## src/rtl/muldiv_pkg.sv

```systemverilog
// Shared op codes, state encoding and helpers for the RV32M sequencer.
package muldiv_pkg;

  localparam logic [4:0] OP_MUL    = 5'b00001;
  localparam logic [4:0] OP_MULH   = 5'b00101;
  localparam logic [4:0] OP_MULHSU = 5'b01101;
  localparam logic [4:0] OP_MULHU  = 5'b01001;
  localparam logic [4:0] OP_DIV    = 5'b10001;
  localparam logic [4:0] OP_DIVU   = 5'b10101;
  localparam logic [4:0] OP_REM    = 5'b11001;
  localparam logic [4:0] OP_REMU   = 5'b11101;

  localparam int CNT_W = 5;

  typedef enum logic [2:0] {IDLE, MUL, DIV, FIX, FIN} state_t;

  // Magnitude of a 32-bit operand; 0x80000000 maps to itself (correct as unsigned).
  function automatic logic [31:0] abs32(input logic [31:0] v, input logic sgn);
    return (sgn && v[31]) ? (32'd0 - v) : v;
  endfunction

endpackage

```

## src/rtl/muldiv_sequencer_div_step.sv

```systemverilog
// One restoring-division iteration: shift in a dividend bit, trial-subtract the divisor.
module div_step (
  input  logic [32:0] rem_i,
  input  logic        bit_i,
  input  logic [31:0] divisor_i,
  output logic [32:0] rem_o,
  output logic        q_o
);

  logic [33:0] trial;
  logic [32:0] diff;

  // Partial remainder stays below the divisor, so a kept difference fits in 33 bits.
  always_comb begin
    trial = {rem_i, bit_i};
    diff  = trial[32:0] - {1'b0, divisor_i};
    q_o   = (trial >= {2'b00, divisor_i});
    rem_o = q_o ? diff : trial[32:0];
  end

endmodule

```

## src/rtl/muldiv_sequencer.sv

```systemverilog
// RV32M EX-stage sequencer: 2-cycle multiply, 34-cycle restoring divide, 1-cycle special divides.
module muldiv_sequencer
  import muldiv_pkg::*;
(
  input  logic        CLK,
  input  logic        RESET,
  input  logic        START,
  input  logic [4:0]  ALU_OP,
  input  logic [31:0] DATA1,
  input  logic [31:0] DATA2,
  input  logic        FLUSH,
  output logic        STALL,
  output logic        DONE,
  output logic [31:0] RESULT
);

  localparam logic [CNT_W-1:0] CNT_LAST = '1;

  state_t            state, state_n;
  logic [CNT_W-1:0]  cnt;
  logic [63:0]       product;
  logic [32:0]       rem;
  logic [31:0]       quot;
  logic [31:0]       divisor;
  logic              lo_q, rem_q, neg_q, neg_r;

  // Decode of the incoming op (only meaningful in IDLE)
  logic        accept, is_mul, is_rem, sgn_div, div0, ovf, special;
  logic        sa, sb;
  logic [32:0] ma, mb;
  logic [63:0] prod_c;
  logic [31:0] spec_val;
  logic [32:0] rem_n;
  logic        q_bit;

  // Operand decode, product and special-case result
  always_comb begin
    accept   = START & ALU_OP[0] & ~FLUSH;
    is_mul   = ~ALU_OP[4];
    is_rem   = ALU_OP[3];
    sgn_div  = (ALU_OP == OP_DIV) || (ALU_OP == OP_REM);
    div0     = (DATA2 == 32'd0);
    ovf      = sgn_div && (DATA1 == 32'h8000_0000) && (DATA2 == 32'hFFFF_FFFF);
    special  = div0 | ovf;
    sa       = (ALU_OP == OP_MULH) || (ALU_OP == OP_MULHSU);
    sb       = (ALU_OP == OP_MULH);
    ma       = {sa & DATA1[31], DATA1};
    mb       = {sb & DATA2[31], DATA2};
    prod_c   = $signed({{31{ma[32]}}, ma}) * $signed({{31{mb[32]}}, mb});
    if (div0) spec_val = is_rem ? DATA1 : 32'hFFFF_FFFF;
    else      spec_val = is_rem ? 32'd0 : 32'h8000_0000;
  end

  div_step u_div_step (
    .rem_i     (rem),
    .bit_i     (quot[31]),
    .divisor_i (divisor),
    .rem_o     (rem_n),
    .q_o       (q_bit)
  );

  // State register
  always_ff @(posedge CLK or negedge RESET) begin
    if (!RESET) state <= IDLE;
    else        state <= state_n;
  end

  // Next state, stall and done
  always_comb begin
    state_n = state;
    STALL   = 1'b0;
    DONE    = 1'b0;
    case (state)
      IDLE: begin
        STALL = accept;
        if (accept) begin
          if (is_mul)       state_n = MUL;
          else if (special) state_n = FIN;
          else              state_n = DIV;
        end
      end
      MUL: begin
        STALL   = 1'b1;
        state_n = FLUSH ? IDLE : FIN;
      end
      DIV: begin
        STALL = 1'b1;
        if (FLUSH)              state_n = IDLE;
        else if (cnt == '0)     state_n = FIX;
      end
      FIX: begin
        STALL   = 1'b1;
        state_n = FLUSH ? IDLE : FIN;
      end
      FIN: begin
        DONE    = 1'b1;
        state_n = IDLE;
      end
      default: state_n = IDLE;
    endcase
  end

  // Datapath: operand capture, iteration, sign fix-up and result register
  always_ff @(posedge CLK or negedge RESET) begin
    if (!RESET) begin
      cnt     <= '0;
      product <= '0;
      rem     <= '0;
      quot    <= '0;
      divisor <= '0;
      lo_q    <= 1'b0;
      rem_q   <= 1'b0;
      neg_q   <= 1'b0;
      neg_r   <= 1'b0;
      RESULT  <= '0;
    end else begin
      case (state)
        IDLE: if (accept) begin
          lo_q    <= (ALU_OP == OP_MUL);
          rem_q   <= is_rem;
          neg_q   <= sgn_div & (DATA1[31] ^ DATA2[31]);
          neg_r   <= sgn_div & DATA1[31];
          product <= prod_c;
          rem     <= '0;
          quot    <= abs32(DATA1, sgn_div);
          divisor <= abs32(DATA2, sgn_div);
          cnt     <= CNT_LAST;
          if (!is_mul && special) RESULT <= spec_val;
        end
        MUL: if (!FLUSH) RESULT <= lo_q ? product[31:0] : product[63:32];
        DIV: if (!FLUSH) begin
          rem  <= rem_n;
          quot <= {quot[30:0], q_bit};
          cnt  <= cnt - 1'b1;
        end
        FIX: if (!FLUSH) begin
          if (rem_q) RESULT <= neg_r ? (32'd0 - rem[31:0]) : rem[31:0];
          else       RESULT <= neg_q ? (32'd0 - quot) : quot;
        end
        default: ;
      endcase
    end
  end

endmodule
```

## config.mk

```make
export PLATFORM = sky130hd
export DESIGN_NAME = muldiv_sequencer
export DESIGN_NICKNAME = d
export VERILOG_FILES = /design/src/rtl/muldiv_pkg.sv /design/src/rtl/muldiv_sequencer_div_step.sv /design/src/rtl/muldiv_sequencer.sv
export SDC_FILE = /design/constraint.sdc
export NUM_CORES = 2
export LEC_CHECK = 0
export BUFFER_PORTS_ARGS = -buffer_cell sky130_fd_sc_hd__clkbuf_2
export CAP_MARGIN = 20
export CORE_MARGIN = 4
export CORE_UTILIZATION = 55
export CTS_BUF_LIST = sky130_fd_sc_hd__clkbuf_4 sky130_fd_sc_hd__clkbuf_8
export CTS_CLUSTER_SIZE = 30
export DETAILED_ROUTE_END_ITERATION = 7
export PLACE_DENSITY = 0.71
export SYNTH_ARGS = -nofsm -noshare
export SYNTH_HDL_FRONTEND = slang
export SYNTH_HIERARCHICAL = 1
export SYNTH_SLANG_ARGS = --single-unit
```

## constraint.sdc

```tcl
create_clock -name CLK -period 4.2 [get_ports CLK]
set_clock_uncertainty 0.15 [all_clocks]
set_input_delay 0.63 -clock CLK [delete_from_list [all_inputs] [get_ports CLK]]
set_output_delay 0.63 -clock CLK [all_outputs]
set_load 0.01 [all_outputs]
```

==> metrics.yaml <==
routing:
  drt_iter0_drc: 4113
  wirelength_um: 173000
  wl_per_cell_um: 22.2
  first_pass_iters: 7
  num_vias: 44200
  drc_errors: 0
  viasPerCell: 5.67
  ant_nets: 0
global_route:
  grt_util_all_layers: 0.352
  grt_max_degree: 97
  grt_pass1_vias: 47100
  grt_pass1_wl_um: 269000
  globalRouteOverflowTotal: 0
  antenna_found_initial: 9
yosys:
  yosysUniqueCellTypes: 91
  synth_ff_type: "dfrtp_1"
  yosysTopAreaCell: "fa_1"
  yosys-top-cells-area: "fa_1 43%, dfrtp_1 9.9%, inv_1 8.8%"
  ys.warnings.count: 6
  synth.top_cell.area_share: 0.434
  synth_fp_nets: 7397
  synth_seq_cells: 205
  synth-edff-count: 0
  syn-cell-area_um2: 52000
  syn_inst: 5946
  ys_seq_area_frac: 0.0987
  syn_area_per_cell_um2: 8.74
  async_flop_share: 1.00
clocking:
  cts_buffers: 36
  cts_tree: "yes"
  path_clk_slew_ns: 0.06
  hold_buffers: 0
  cts.path.max_buffers: 3
  cts_max_level: 2
  clk_latency_ns: 0.57
  cts_root_buf: "clkbuf_8"
  cts_sinks: 205
critical_path:
  cp_max_fo: 4
  rr_worst_depth: 8
  crit_top_cell: "fa_1"
  worst-setup-path-type: "primary input to register"
  critPathMaxStageDelay_ns: 0.60
  cp_top_family: "adder cells"
  worstSetupPathDepth: 32
  crit_path_start_kind: "primary input"
  r2r-start: "quot[4]"
  crit_buf_inv: 12
  cp-end-kind: "register"
  slowest_stage: "fa_2"
  timing.rr.end: "RESULT[26]"
  required_ns: 4.50
  critPathLaunch: "ALU_OP[1]"
  reg2reg_slack_ns: 0.63
  cp.arrival_ns: 7.93
die:
  ios: 107
  row_count: 112
  start_util: 0.556
  coreArea_um2: 93500
  die_width_um: 315
  die_area_um2: 99500
  dieHeight_um: 315
layout:
  area_delta_synth_final_pct: 22.3
  fill_cells: 7256
  fin_nets: 7955
  drive_gt1_frac: 0.213
timing:
  min_period_over_period: 1.82
  slew_headroom: 0.295
  setup_ws_ns: -3.43
  drv_slew: 0
  final_hold_viol_count: 1
  rsz0062_at_grt: "yes"
  hold_ws_ns: -0.00221
  setup_viol: 57
  worst_pin_slew_ns: 1.06
  finalCriticalPeriod_ns: 7.63
  max_freq_mhz: 131
placed_design:
  place_congestion: 0.994
  io_buffers: 106
  hpwl_um: 138000
outcome:
  violations: "hold timing, setup timing"
  outcome: "finished with violations"
job:
  maxCapViolCount: 0
min_path:
  hold_path_class: "primary input to asynchronous set/reset pin"
cell usage after synthesis (33+ instances only):
library cell     n
ha_1           252
dfrtp_1        205
nand4_1         34
xor2_1          98
a31oi_1         33
o31ai_1         35
o21ai_0        241
a21oi_1        195
inv_1         1214
nor2_1         192
fa_1          1126
and2_1         354
o211ai_1        40
buf_1           73
nand2_1        991
clkbuf_1       291
nand3_1         33
a21o_1          40
xnor2_1        115
worst reg2reg max path, stage by stage (launching register included):
cell     delay, ns
dfrtp_1       0.45
or4_4         0.60
or4_1         0.65
or4_1         0.63
o41ai_1       0.36
xor2_1        0.21
a21oi_1       0.10
a21oi_1       0.19
a21oi_1       0.09
cell usage in the layout (no fill, tap or decap), types with 47 or more instances in the layout:
cell	count
buf_6	75
nor2_1	178
ha_1	190
inv_2	55
buf_4	600
clkbuf_2	89
ha_4	60
dfrtp_1	205
fa_1	1079
fa_2	47
o21ai_1	50
xnor2_1	96
xor2_1	88
buf_12	106
a21oi_1	161
and2_1	324
inv_1	1157
o21ai_0	173
nand2_1	960
clkbuf_8	52
registers in the layout, indices dropped and copies added (netlist names):
register and cells:
lo_q 1, product 64, cnt 5, neg_q 1, rem_q 1, state 3
quot 32, neg_r 1, RESULT 32, divisor 32, rem 33
what timing repair did:
action / CTS / global route
pin swaps: 137 / 167
setup buffers: 60 / 44
cloned: 7 / 4
gates resized for setup: 257 / 216
setup endpoints to repair: 57 / 67
through the flow:
stage | instances | setup slack (ns) | util | TNS (ns) | cell area (um2)
floorplan | 5946 | -4.17 | - | -156.64 | 53900
global route | 7784 | -3.64 | 0.680 | -167.35 | 63600
finish | 7786 | -3.43 | 0.680 | -157.19 | 63600
global placement | 7619 | -3.98 | 0.639 | -196.07 | 59700
CTS | 7743 | -3.41 | 0.669 | -152.62 | 62500
detailed placement | 7619 | -4.07 | 0.639 | -199.39 | 59700
final cells by class:
class                           instances  area [um2]  share of cell area
Antenna cell                            5        12.5            0.000197
Timing Repair Buffer                  900        8540               0.134
Multi-Input combinational cell       4145       43000               0.676
Inverter                             1216        4570              0.0720
Clock inverter                          4        25.0            0.000394
Sequential cell                       205        5130              0.0807
Tap cell                             1254        1570              0.0247
Clock buffer                           57         722              0.0114
layer usage:
metal | up-vias | wire (um) | track usage
li1 | 19100 | - | -
met1 | 22300 | 64200 | 0.463
met2 | 2200 | 79200 | 0.557
met3 | 568 | 16300 | 0.0599
met4 | 2 | 13200 | 0.201
met5 | - | 12 | 0
logic make-up after synthesis:
| kind of cell | count (synthesis) | share of synthesized area |
|---|---|---|
| AND/OR/NAND/NOR | 1753 | 0.155 |
| buffers and inverters | 1596 | 0.116 |
| XOR/XNOR | 213 | 0.0359 |
| adder cells (fa/ha/maj) | 1378 | 0.495 |
| multiplexers | 35 | 0.00696 |
| flip-flops | 205 | 0.0987 |
| AO/OA/AOI/OAI | 766 | 0.0931 |
worst max-delay path by stage:
stage                   to
2_1_floorplan  product[63]
3_3_place_gp   product[57]
3_5_place_dp   product[57]
4_1_cts        product[63]
5_1_grt        product[63]
6_report       product[63]
Power is not shown: default switching activity piles up to over one toggle a cycle in this logic, so the estimate is an artifact.
